--- config.mk ---
export PLATFORM = sky130hd
export DESIGN_NAME = uartlite_stream_ctrl
export DESIGN_NICKNAME = d
export VERILOG_FILES = /design/src/rtl/uartlite_stream_ctrl.sv
export SDC_FILE = /design/constraint.sdc
export NUM_CORES = 1
export LEC_CHECK = 0
export BUFFER_PORTS_ARGS = -buffer_cell sky130_fd_sc_hd__buf_2
export CORE_MARGIN = 5
export CORE_UTILIZATION = 56
export CTS_CLUSTER_DIAMETER = 50
export DETAILED_ROUTE_END_ITERATION = 10
export PLACE_DENSITY = 0.87
export SYNTH_ARGS = -nofsm -noshare
export SYNTH_HDL_FRONTEND = slang
export SYNTH_SLANG_ARGS = --single-unit
--- constraint.sdc ---
create_clock -name clk -period 4.32 [get_ports clk]
set_input_delay 0.216 -clock clk [delete_from_list [all_inputs] [get_ports clk]]
set_output_delay 0.216 -clock clk [all_outputs]
set_load 0.02 [all_outputs]
--- src/rtl/uartlite_stream_ctrl.sv ---
// AXI4-Lite master for a UART Lite core: local TX/RX byte FIFOs with ready/valid streams,
// moved by a single engine that polls STAT and alternates TX/RX transfers.
module uartlite_stream_ctrl #(
  parameter int TX_DEPTH = 4,
  parameter int RX_DEPTH = 4,
  parameter int POLL_GAP = 2
) (
  input  logic                      clk,
  input  logic                      rstn,
  input  logic                      tx_valid,
  output logic                      tx_ready,
  input  logic [7:0]                tx_data,
  output logic                      rx_valid,
  input  logic                      rx_ready,
  output logic [7:0]                rx_data,
  output logic [$clog2(TX_DEPTH):0] tx_level,
  output logic [$clog2(RX_DEPTH):0] rx_level,
  output logic                      rx_overrun,
  output logic                      axi_err,
  input  logic                      err_clr,
  output logic                      axi_awvalid,
  input  logic                      axi_awready,
  output logic [3:0]                axi_awaddr,
  output logic [2:0]                axi_awprot,
  output logic                      axi_wvalid,
  input  logic                      axi_wready,
  output logic [31:0]               axi_wdata,
  output logic [3:0]                axi_wstrb,
  input  logic                      axi_bvalid,
  output logic                      axi_bready,
  input  logic [1:0]                axi_bresp,
  output logic                      axi_arvalid,
  input  logic                      axi_arready,
  output logic [3:0]                axi_araddr,
  output logic [2:0]                axi_arprot,
  input  logic                      axi_rvalid,
  output logic                      axi_rready,
  input  logic [31:0]               axi_rdata,
  input  logic [1:0]                axi_rresp
);
  localparam int TXW = $clog2(TX_DEPTH);
  localparam int RXW = $clog2(RX_DEPTH);
  localparam logic [3:0] ADDR_RX = 4'h0, ADDR_TX = 4'h4, ADDR_STAT = 4'h8;
  // GAP plus the following IDLE cycle together make up the POLL_GAP idle cycles.
  localparam int GAP_LOAD = (POLL_GAP > 1) ? POLL_GAP - 2 : 0;

  typedef enum logic [3:0] {IDLE, ST_AR, ST_R, DECIDE, TX_AW_W, TX_B, RX_AR, RX_R, GAP} state_t;
  localparam state_t AFTER_POLL = (POLL_GAP > 1) ? GAP : IDLE;

  state_t state, state_nxt;

  logic [7:0]     tx_mem [TX_DEPTH];
  logic [TXW-1:0] tx_wr, tx_rd;
  logic           tx_push, tx_pop;
  logic [7:0]     rx_mem [RX_DEPTH];
  logic [RXW-1:0] rx_wr, rx_rd;
  logic           rx_push, rx_pop, rx_full;

  logic       stat_rx, stat_full, aw_done, w_done, prio_rx;
  logic [7:0] gap_cnt;
  logic       can_tx, can_rx, dec_tx, dec_rx, b_err, r_err, stat_ok;
  logic       unused_rdata;

  assign tx_ready = tx_level != (TXW+1)'(TX_DEPTH);
  assign tx_push  = tx_valid && tx_ready;
  assign rx_full  = rx_level == (RXW+1)'(RX_DEPTH);
  assign rx_valid = rx_level != '0;
  assign rx_pop   = rx_valid && rx_ready;
  assign rx_data  = rx_mem[rx_rd];

  always_ff @(posedge clk) begin
    if (!rstn) begin
      tx_wr    <= '0;
      tx_rd    <= '0;
      tx_level <= '0;
      rx_wr    <= '0;
      rx_rd    <= '0;
      rx_level <= '0;
    end else begin
      if (tx_push) tx_wr <= tx_wr + TXW'(1);
      if (tx_pop)  tx_rd <= tx_rd + TXW'(1);
      tx_level <= tx_level + (TXW+1)'(tx_push) - (TXW+1)'(tx_pop);
      if (rx_push) rx_wr <= rx_wr + RXW'(1);
      if (rx_pop)  rx_rd <= rx_rd + RXW'(1);
      rx_level <= rx_level + (RXW+1)'(rx_push) - (RXW+1)'(rx_pop);
    end
  end

  always_ff @(posedge clk) begin
    if (tx_push) tx_mem[tx_wr] <= tx_data;
    if (rx_push) rx_mem[rx_wr] <= axi_rdata[7:0];
  end

  assign axi_awaddr = ADDR_TX;
  assign axi_awprot = 3'b000;
  assign axi_arprot = 3'b000;
  assign axi_wstrb  = 4'b0001;
  assign axi_wdata  = {24'd0, tx_mem[tx_rd]};

  assign can_tx  = (tx_level != '0) && !stat_full;
  assign can_rx  = stat_rx && !rx_full;
  assign b_err   = axi_bvalid && axi_bready && (axi_bresp != 2'b00);
  assign r_err   = axi_rvalid && axi_rready && (axi_rresp != 2'b00);
  assign stat_ok = (state == ST_R) && axi_rvalid && (axi_rresp == 2'b00);
  assign unused_rdata = ^axi_rdata[31:8];

  always_ff @(posedge clk) begin
    if (!rstn) state <= IDLE;
    else       state <= state_nxt;
  end

  always_comb begin
    state_nxt   = state;
    axi_awvalid = 1'b0;
    axi_wvalid  = 1'b0;
    axi_bready  = 1'b0;
    axi_arvalid = 1'b0;
    axi_araddr  = ADDR_RX;
    axi_rready  = 1'b0;
    tx_pop      = 1'b0;
    rx_push     = 1'b0;
    dec_tx      = 1'b0;
    dec_rx      = 1'b0;
    case (state)
      IDLE: if ((tx_level != '0) || !rx_full) state_nxt = ST_AR;
      ST_AR: begin
        axi_arvalid = 1'b1;
        axi_araddr  = ADDR_STAT;
        if (axi_arready) state_nxt = ST_R;
      end
      ST_R: begin
        axi_rready = 1'b1;
        if (axi_rvalid) state_nxt = (axi_rresp != 2'b00) ? AFTER_POLL : DECIDE;
      end
      DECIDE: begin
        if (can_tx && (!prio_rx || !can_rx)) begin
          dec_tx    = 1'b1;
          state_nxt = TX_AW_W;
        end else if (can_rx) begin
          dec_rx    = 1'b1;
          state_nxt = RX_AR;
        end else begin
          state_nxt = AFTER_POLL;
        end
      end
      TX_AW_W: begin
        axi_awvalid = !aw_done;
        axi_wvalid  = !w_done;
        if ((aw_done || axi_awready) && (w_done || axi_wready)) state_nxt = TX_B;
      end
      TX_B: begin
        axi_bready = 1'b1;
        if (axi_bvalid) begin
          tx_pop    = 1'b1;
          state_nxt = IDLE;
        end
      end
      RX_AR: begin
        axi_arvalid = 1'b1;
        axi_araddr  = ADDR_RX;
        if (axi_arready) state_nxt = RX_R;
      end
      RX_R: begin
        axi_rready = 1'b1;
        if (axi_rvalid) begin
          rx_push   = axi_rresp == 2'b00;
          state_nxt = IDLE;
        end
      end
      GAP:     if (gap_cnt == 8'd0) state_nxt = IDLE;
      default: state_nxt = IDLE;
    endcase
  end

  always_ff @(posedge clk) begin
    if (!rstn) begin
      stat_rx    <= 1'b0;
      stat_full  <= 1'b0;
      aw_done    <= 1'b0;
      w_done     <= 1'b0;
      prio_rx    <= 1'b0;
      gap_cnt    <= 8'(GAP_LOAD);
      axi_err    <= 1'b0;
      rx_overrun <= 1'b0;
    end else begin
      if (stat_ok) begin
        stat_rx   <= axi_rdata[0];
        stat_full <= axi_rdata[3];
      end
      aw_done <= (state == TX_AW_W) && (aw_done || axi_awready);
      w_done  <= (state == TX_AW_W) && (w_done || axi_wready);
      if (dec_tx)      prio_rx <= 1'b1;
      else if (dec_rx) prio_rx <= 1'b0;
      gap_cnt <= (state == GAP) ? gap_cnt - 8'd1 : 8'(GAP_LOAD);
      if (b_err || r_err) axi_err <= 1'b1;
      else if (err_clr)   axi_err <= 1'b0;
      if (stat_ok && axi_rdata[5]) rx_overrun <= 1'b1;
      else if (err_clr)            rx_overrun <= 1'b0;
    end
  end
endmodule

==> impl_metrics.py, run 1 <==
metrics = {
    "synth": {
        "leading_post_synthesis_cells_by_cell_area": "sky130_fd_sc_hd__edfxtp_1 (42%), sky130_fd_sc_hd__dfxtp_1 (16%), sky130_fd_sc_hd__mux4_2 (7.9%)",
        "yosysSeqAreaShare_pct": 58.21,
        "synth_warnings": 0,
        "synth-edff-count": 64,
        "async_reset_ff_share_pct": 0,
        "average_cell_area_after_synthesis_um2": 13.22,
        "synth_top_area_share_pct": 42.01,
        "synth_seq_cells": 101,
        "synth_area_um2": 4574,
        "syn-instance-count": 346,
        "synth_area_leader_cell": "sky130_fd_sc_hd__edfxtp_1",
        "most_common_flop_cell_mapped_by_yosys": "sky130_fd_sc_hd__edfxtp_1",
        "synth.distinct_cells": 51,
    },
    "global_route": {
        "grt_antenna_before_repair": 0,
        "grt_usage_pct": 15.84,
        "number_of_global_route_vias_before_repair": 2586,
        "maximum_number_of_pins_on_one_net_before_global_route_repair": 28,
        "first_pass_grt_wire_length_um": 12540,
        "grt.overflow.total": 0,
    },
    "sta": {
        "worst_clock_skew_ns": 0.01126,
        "setup_total_negative_slack_ns": 0,
        "finalCritPeriodShare_pct": 73.91,
        "timing.final.crit_period_ns": 3.193,
        "clock.fmax_mhz": 313.2,
        "slew_headroom_pct": 41.53,
        "max_slew.worst_pin.slew_ns": 0.8704,
        "setup_violations": 0,
        "grt_setup_unrepaired": "false",
        "finalHoldViolations": 0,
        "max_transition_viols_final": 0,
    },
    "floorplan": {
        "start_util_pct": 56.52,
        "chipHeight_um": 100.4,
        "die_width_um": 100.4,
        "core_um2": 8093,
        "die_area_um2": 10080,
        "floorplan.rows": 33,
        "num_io_pins": 127,
    },
    "worst_setup_path": {
        "worstSetupEndpointType": "flop",
        "worst-endpoint-arrival_ns": 3.45,
        "required_ns": 4.58,
        "timing_worst_setup_path_type": "reg -> reg",
        "worstPathMaxFanout": 17,
        "start_kind": "flop",
    },
    "layout": {
        "n_fill_cell": 634,
        "diodes": 0,
        "final_layout_size_suffix_gt1_share_pct": 23.96,
        "final_nets": 473,
        "area_delta_synth_final_pct": 8.643,
        "finish.cell_count_without_fillers": 514,
        "post-route-cell-area_um2": 4970,
    },
    "pwr": {
        "leakagePower_nw": 2.002,
        "max-vdd-ir-drop_mv": 0.2553,
        "cellPowerDensity_nw_per_um2": 491.8,
    },
    "place": {
        "dpl_cell_area_um2": 4788,
        "dp.cells": 498,
        "buffer_ports.inserted": 61,
        "routabilityCongestion": 0.7581,
        "dpl.hpwl_um": 5834,
    },
    "routing": {
        "routed_via_density": 4.996,
        "drt_wl_total_um": 7768,
        "drtIter0Drc": 78,
        "drt-pass1-iter-count": 4,
        "routed_antenna_nets": 0,
        "wl_per_cell_um": 15.11,
        "routed_via_count": 2568,
        "drc_errors": 0,
    },
    "clocking": {
        "tritoncts_clock_tree": "built",
        "cts.clk_slew.worst_paths_ns": 0.10,
        "setup_fix_bufs_post_cts": 0,
        "cts-resized-gates": 0,
        "h-tree-depth": 3,
        "root_buffer": "sky130_fd_sc_hd__clkbuf_8",
        "cts.path.max_buffers": 2,
        "worstSkewPairLatency_ns": 0.36,
        "post_cts_hold_buffer_count": 0,
        "clock-sinks": 101,
        "cts_buffers": 9,
    },
    "outcome": {
        "status": "complete, no violations",
    },
    "hold_path": {
        "holdCritPathClass": "in -> reg",
    },
    "job": {
        "maxCapViolCount": 0,
    },
}
[sequential cells by signal, summed over array words and instances (netlist names), named ones only]
register	flops
w_done	1
stat_full	1
rx_mem	32
gap_cnt	8
rx_level	3
tx_level	3
axi_err	1
prio_rx	1
tx_mem	32
tx_rd	2
rx_rd	2
aw_done	1
stat_rx	1
tx_wr	2
rx_overrun	1
rx_wr	2
state	4
[routing by layer]
layer / global-route usage [%] / wire (um)
met1: 20.33 / 3219
met2: 27.62 / 4141
met3: 3.197 / 322
met4: 3.834 / 85
met5: 0 / 0
[final cells by class]
class / instances / area (um2) / share of cell area [%]
Clock inverter: 6 / 53.80 / 1.083
Clock buffer: 10 / 127.6 / 2.568
Tap cell: 105 / 131.4 / 2.644
Timing Repair Buffer: 61 / 305.3 / 6.143
Sequential cell: 101 / 2663 / 53.57
Inverter: 18 / 67.56 / 1.360
Multi-Input combinational cell: 213 / 1622 / 32.63
[stage by stage]
stage | power, mW | utilization (%) | hold WS, ns | worst slack [ns]
detailed placement | 1.927 | 59.17 | 0.4360 | 1.139
finish | 2.444 | 61.41 | 0.07008 | 1.127
floorplan | 1.788 | - | 0.3149 | 1.796
global placement | 1.899 | 59.17 | 0.4255 | 1.252
CTS | 2.468 | 61.41 | 0.05344 | 1.137
global route | 2.593 | 61.41 | 0.03882 | 0.8679
[Yosys cell counts (all sizes together) (3+ instances only)]
master,n
nand2,12
mux2i,4
ha,13
nor3,10
o21ai,4
and3,4
a21oi,3
and2,21
clkbuf,7
nor4b,4
xnor2,10
inv,18
nor2b,6
xor2,7
buf,46
mux4,16
dfxtp,37
nor2,25
edfxtp,64
[power by group]
| group | internal [mW] | total (mW) | leakage [nW] | switching (mW) |
|---|---|---|---|---|
| clock network | 0.220 | 0.545 | 0.0894 | 0.325 |
| registers | 1.12 | 1.23 | 0.882 | 0.107 |
| logic | 0.297 | 0.672 | 1.03 | 0.375 |
[worst max-delay path, stage by stage, from the launching register on]
cell                       delay, ns
sky130_fd_sc_hd__dfxtp_1        0.69
sky130_fd_sc_hd__nand2b_1       0.21
sky130_fd_sc_hd__nor3_1         0.76
sky130_fd_sc_hd__inv_1          0.11
sky130_fd_sc_hd__ha_1           0.31
sky130_fd_sc_hd__inv_1          0.04
sky130_fd_sc_hd__ha_1           0.18
sky130_fd_sc_hd__fa_1           0.37
sky130_fd_sc_hd__xor2_1         0.16
sky130_fd_sc_hd__xnor2_1        0.12
sky130_fd_sc_hd__and2_1         0.15
[final timing paths]
kind / startpoint / to / slack [ns] / cells after the start
worst max-delay path: state[2] / rx_level[2] / 1.13 / 10
worst max register to register: state[2] / rx_level[2] / 1.13 / 10
worst min register to register: gap_cnt[0] / gap_cnt[0] / 0.46 / 1
worst min-delay path: axi_rdata[2] / rx_mem[1][2] / 0.07 / 1
[kinds of logic after synthesis]
kind of cell             after synthesis  share of synthesized area (%)
AO/OA/AOI/OAI                         19                          2.981
XOR/XNOR                              17                          3.255
adder cells (fa/ha/maj)               15                          4.431
buffers and inverters                 71                          9.546
flip-flops                           101                          58.21
multiplexers                          20                          8.753
other                                  2                         0.1642
AND/OR/NAND/NOR                      101                          12.66
[cell usage in the layout (no fill, tap or decap), drive strengths merged, types with 12 or more instances in the layout]
cell type and count:
nand2 12, and2 21, inv 21, nor2 25
buf 61, conb 41, edfxtp 64, ha 13
dfxtp 37, mux4 16
(Power assumes the default switching activity.)
==> run 2, diff against run 1 <==
ABC_AREA = 1   (was default)
CORE_UTILIZATION = 47   (was 56)
PLACE_DENSITY = 0.78   (was 0.87)
clock period = 2.84 ns   (was 4.32 ns; I/O delays follow)
==> run 2 against run 1 <==
Global-route usage decreased by 0.15 points. Setup slack got worse by 0.58 ns. Register-to-register slack got worse by 0.58 ns. Critical path type unchanged.
==> impl_metrics.py, run 2 <==
metrics = {
    "sta": {
        "max_transition_viols_final": 0,
        "setup_violations": 0,
        "grt_setup_unrepaired": "false",
        "finalCritPeriodShare_pct": 80.85,
        "setup_total_negative_slack_ns": 0,
        "slew_headroom_pct": 47.81,
        "finalHoldViolations": 0,
        "max_slew.worst_pin.slew_ns": 0.7800,
        "timing.final.crit_period_ns": 2.296,
        "clock.fmax_mhz": 435.5,
        "worst_clock_skew_ns": 0.01660,
        "holdWs_ns": 0.01848,
        "finalWorstSetupSlack_ns": 0.5439,
    },
    "worst_setup_path": {
        "worstPathBufferInverterCount": 4,
        "worstPathMaxFanout": 9,
        "critical-path-max-stage-delay_ns": 0.39,
        "start_kind": "flop",
        "worst-endpoint-arrival_ns": 2.60,
        "worstSetupEndpointType": "flop",
        "timing.critical_path.slowest_stage_cell": "sky130_fd_sc_hd__dfxtp_1",
        "cpLargestDelayFamily": "adder cells",
        "path_cells": "inv_1 > nor2_4 > nand2_2 > inv_1 > nand3_2 > ha_1 > inv_1 > ha_1 > fa_1 > inv_1 > o21ai_0 > a21oi_1",
        "required_ns": 3.14,
        "crit_top_cell": "sky130_fd_sc_hd__inv_1",
        "timing_worst_setup_path_type": "reg -> reg",
    },
    "global_route": {
        "grt_usage_pct": 15.69,
        "grt.overflow.total": 0,
        "number_of_global_route_vias_before_repair": 3203,
        "grt_antenna_before_repair": 0,
        "first_pass_grt_wire_length_um": 14520,
        "maximum_number_of_pins_on_one_net_before_global_route_repair": 18,
    },
    "layout": {
        "layout.cells.most_common_list": "sky130_fd_sc_hd__nor2_1 (73), sky130_fd_sc_hd__edfxtp_1 (64), sky130_fd_sc_hd__buf_2 (61)",
        "final_layout_size_suffix_gt1_share_pct": 18.13,
        "finish.cell_count_without_fillers": 703,
        "most_common_cell_after_layout_fill_and_taps_aside": "sky130_fd_sc_hd__nor2_1",
        "final_nets": 632,
        "utilization_pct": 54.71,
        "biggestRegsByFlops": "rx_mem: 32 flops, tx_mem: 32 flops, gap_cnt: 8 flops",
        "area_delta_synth_final_pct": 14.29,
    },
    "place": {
        "dpl.hpwl_um": 6613,
        "pre_cts_slack_ns": 0.5582,
        "dp.cells": 672,
        "routabilityCongestion": 0.8630,
        "buffer_ports.inserted": 61,
    },
    "floorplan": {
        "num_io_pins": 127,
        "floorplan.rows": 36,
        "die_width_um": 109.5,
        "chipHeight_um": 109.5,
        "start_util_pct": 47.87,
        "die_area_um2": 12000,
        "core_um2": 9729,
    },
    "synth": {
        "synth_warnings": 0,
        "synth_top_area_share_pct": 41.27,
        "synth_commonest_cells": "sky130_fd_sc_hd__nor2_1 (73), sky130_fd_sc_hd__edfxtp_1 (64), sky130_fd_sc_hd__nand2_1 (57), sky130_fd_sc_hd__inv_1 (55), sky130_fd_sc_hd__o21ai_0 (47)",
        "yosysSeqAreaShare_pct": 57.17,
        "async_reset_ff_share_pct": 0,
        "average_cell_area_after_synthesis_um2": 9.662,
        "syn-instance-count": 482,
        "most_common_flop_cell_mapped_by_yosys": "sky130_fd_sc_hd__edfxtp_1",
        "synth-edff-count": 64,
        "yosys.cell_count.top_type": "sky130_fd_sc_hd__nor2_1",
        "synth.distinct_cells": 28,
        "synth_area_um2": 4657,
        "synth_area_leader_cell": "sky130_fd_sc_hd__edfxtp_1",
        "synth_seq_cells": 101,
        "leading_post_synthesis_cells_by_cell_area": "sky130_fd_sc_hd__edfxtp_1 (41%), sky130_fd_sc_hd__dfxtp_1 (16%), sky130_fd_sc_hd__buf_4 (6.6%)",
    },
    "clocking": {
        "cts.path.max_buffers": 2,
        "h-tree-depth": 3,
        "tritoncts_clock_tree": "built",
        "worstSkewPairLatency_ns": 0.36,
        "cts_buffers": 9,
        "root_buffer": "sky130_fd_sc_hd__clkbuf_8",
        "post_cts_hold_buffer_count": 13,
        "setup_fix_bufs_post_cts": 0,
        "clock-sinks": 101,
        "cts.clk_slew.worst_paths_ns": 0.10,
        "cts-resized-gates": 0,
    },
    "outcome": {
        "status": "complete, no violations",
    },
    "pwr": {
        "max-vdd-ir-drop_mv": 0.4904,
        "leakagePower_nw": 2.313,
        "cellPowerDensity_nw_per_um2": 719.6,
    },
    "routing": {
        "drc_errors": 0,
        "routed_via_count": 3362,
        "routed_via_density": 4.782,
        "drt_wl_total_um": 9203,
        "drtIter0Drc": 198,
        "routed_antenna_nets": 0,
        "wl_per_cell_um": 13.09,
        "drt-pass1-iter-count": 4,
    },
    "job": {
        "maxCapViolCount": 0,
    },
    "hold_path": {
        "holdCritPathClass": "in -> reg",
    },
}
## run 2: changes by cell type in the layout (fill, tap and decap cells not counted), sizes merged, moves of 8 or more
cell	delta
nor2	+56
nand2	+49
o21ai	+45
inv	+39
a21oi	+21
and2	-21
mux4	-16
o22ai	+15
nand3	+14
dlygate4sd3	+13
nor3	-8
## run 2: worst reg2reg max path, stage by stage (launching register included)
cell and delay [ns]:
sky130_fd_sc_hd__dfxtp_1 0.39, sky130_fd_sc_hd__inv_1 0.11, sky130_fd_sc_hd__nor2_4 0.17, sky130_fd_sc_hd__nand2_2 0.09, sky130_fd_sc_hd__inv_1 0.09, sky130_fd_sc_hd__nand3_2 0.19
sky130_fd_sc_hd__ha_1 0.35, sky130_fd_sc_hd__inv_1 0.04, sky130_fd_sc_hd__ha_1 0.18, sky130_fd_sc_hd__fa_1 0.35, sky130_fd_sc_hd__inv_1 0.07, sky130_fd_sc_hd__o21ai_0 0.08
sky130_fd_sc_hd__a21oi_1 0.13
## run 2: layout make-up
class | instances | area, um2
inverters | 59 | 221.5
clock inverters | 6 | 85.08
clock buffers | 10 | 127.6
diodes | 2 | 5.005
multi-input cells | 314 | 1589
well taps | 133 | 166.4
repair buffers | 78 | 465.4
flip-flops and latches | 101 | 2663
fillers | 857 | 4407
## run 2: cell families (layout without fill, tap and decap cells)
group / Yosys count / count (layout) / synth area share [%]
buf+inv: 106 / 153 / 11.85
other cells: 2 / 43 / 0.1613
simple gates: 164 / 164 / 15.31
flops: 101 / 101 / 57.17
fa+ha+maj: 15 / 15 / 4.353
xor+xnor: 4 / 4 / 0.7524
compound gates: 90 / 90 / 10.40
## run 2: through the flow
stage	instance area, um2	total power [mW]
6_report	5323	3.830
3_3_place_gp	4975	2.848
3_5_place_dp	4975	2.884
2_1_floorplan	4803	2.620
4_1_cts	5318	3.854
5_1_grt	5318	4.068
## run 2: path summary, 6_finish.rpt
| check | slack, ns | from | depth (start not counted) | endpoint |
|---|---|---|---|---|
| worst max register to register | 0.54 | state[2] | 12 | rx_level[2] |
| worst max-delay path | 0.54 | state[2] | 12 | rx_level[2] |
| worst min register to register | 0.42 | gap_cnt[0] | 1 | gap_cnt[0] |
| worst min-delay path | 0.02 | axi_rdata[5] | 1 | rx_mem[2][5] |
## run 2: metal layers
metal  vias to the layer above  share of wire (%)  GRT usage, %
met2                       122                 48         25.89
met4                         0                2.0         7.391
met3                        16                6.9         3.230
li1                       1677                  -             -
met5                         -                  0             0
met1                      1547                 43         19.74
## run 2: power by group
part	switching [mW]	internal (mW)	total, mW
Sequential	0.109	1.68	1.79
Combinational	0.724	0.351	1.07
Clock	0.469	0.495	0.963
Total	1.30	2.53	3.83
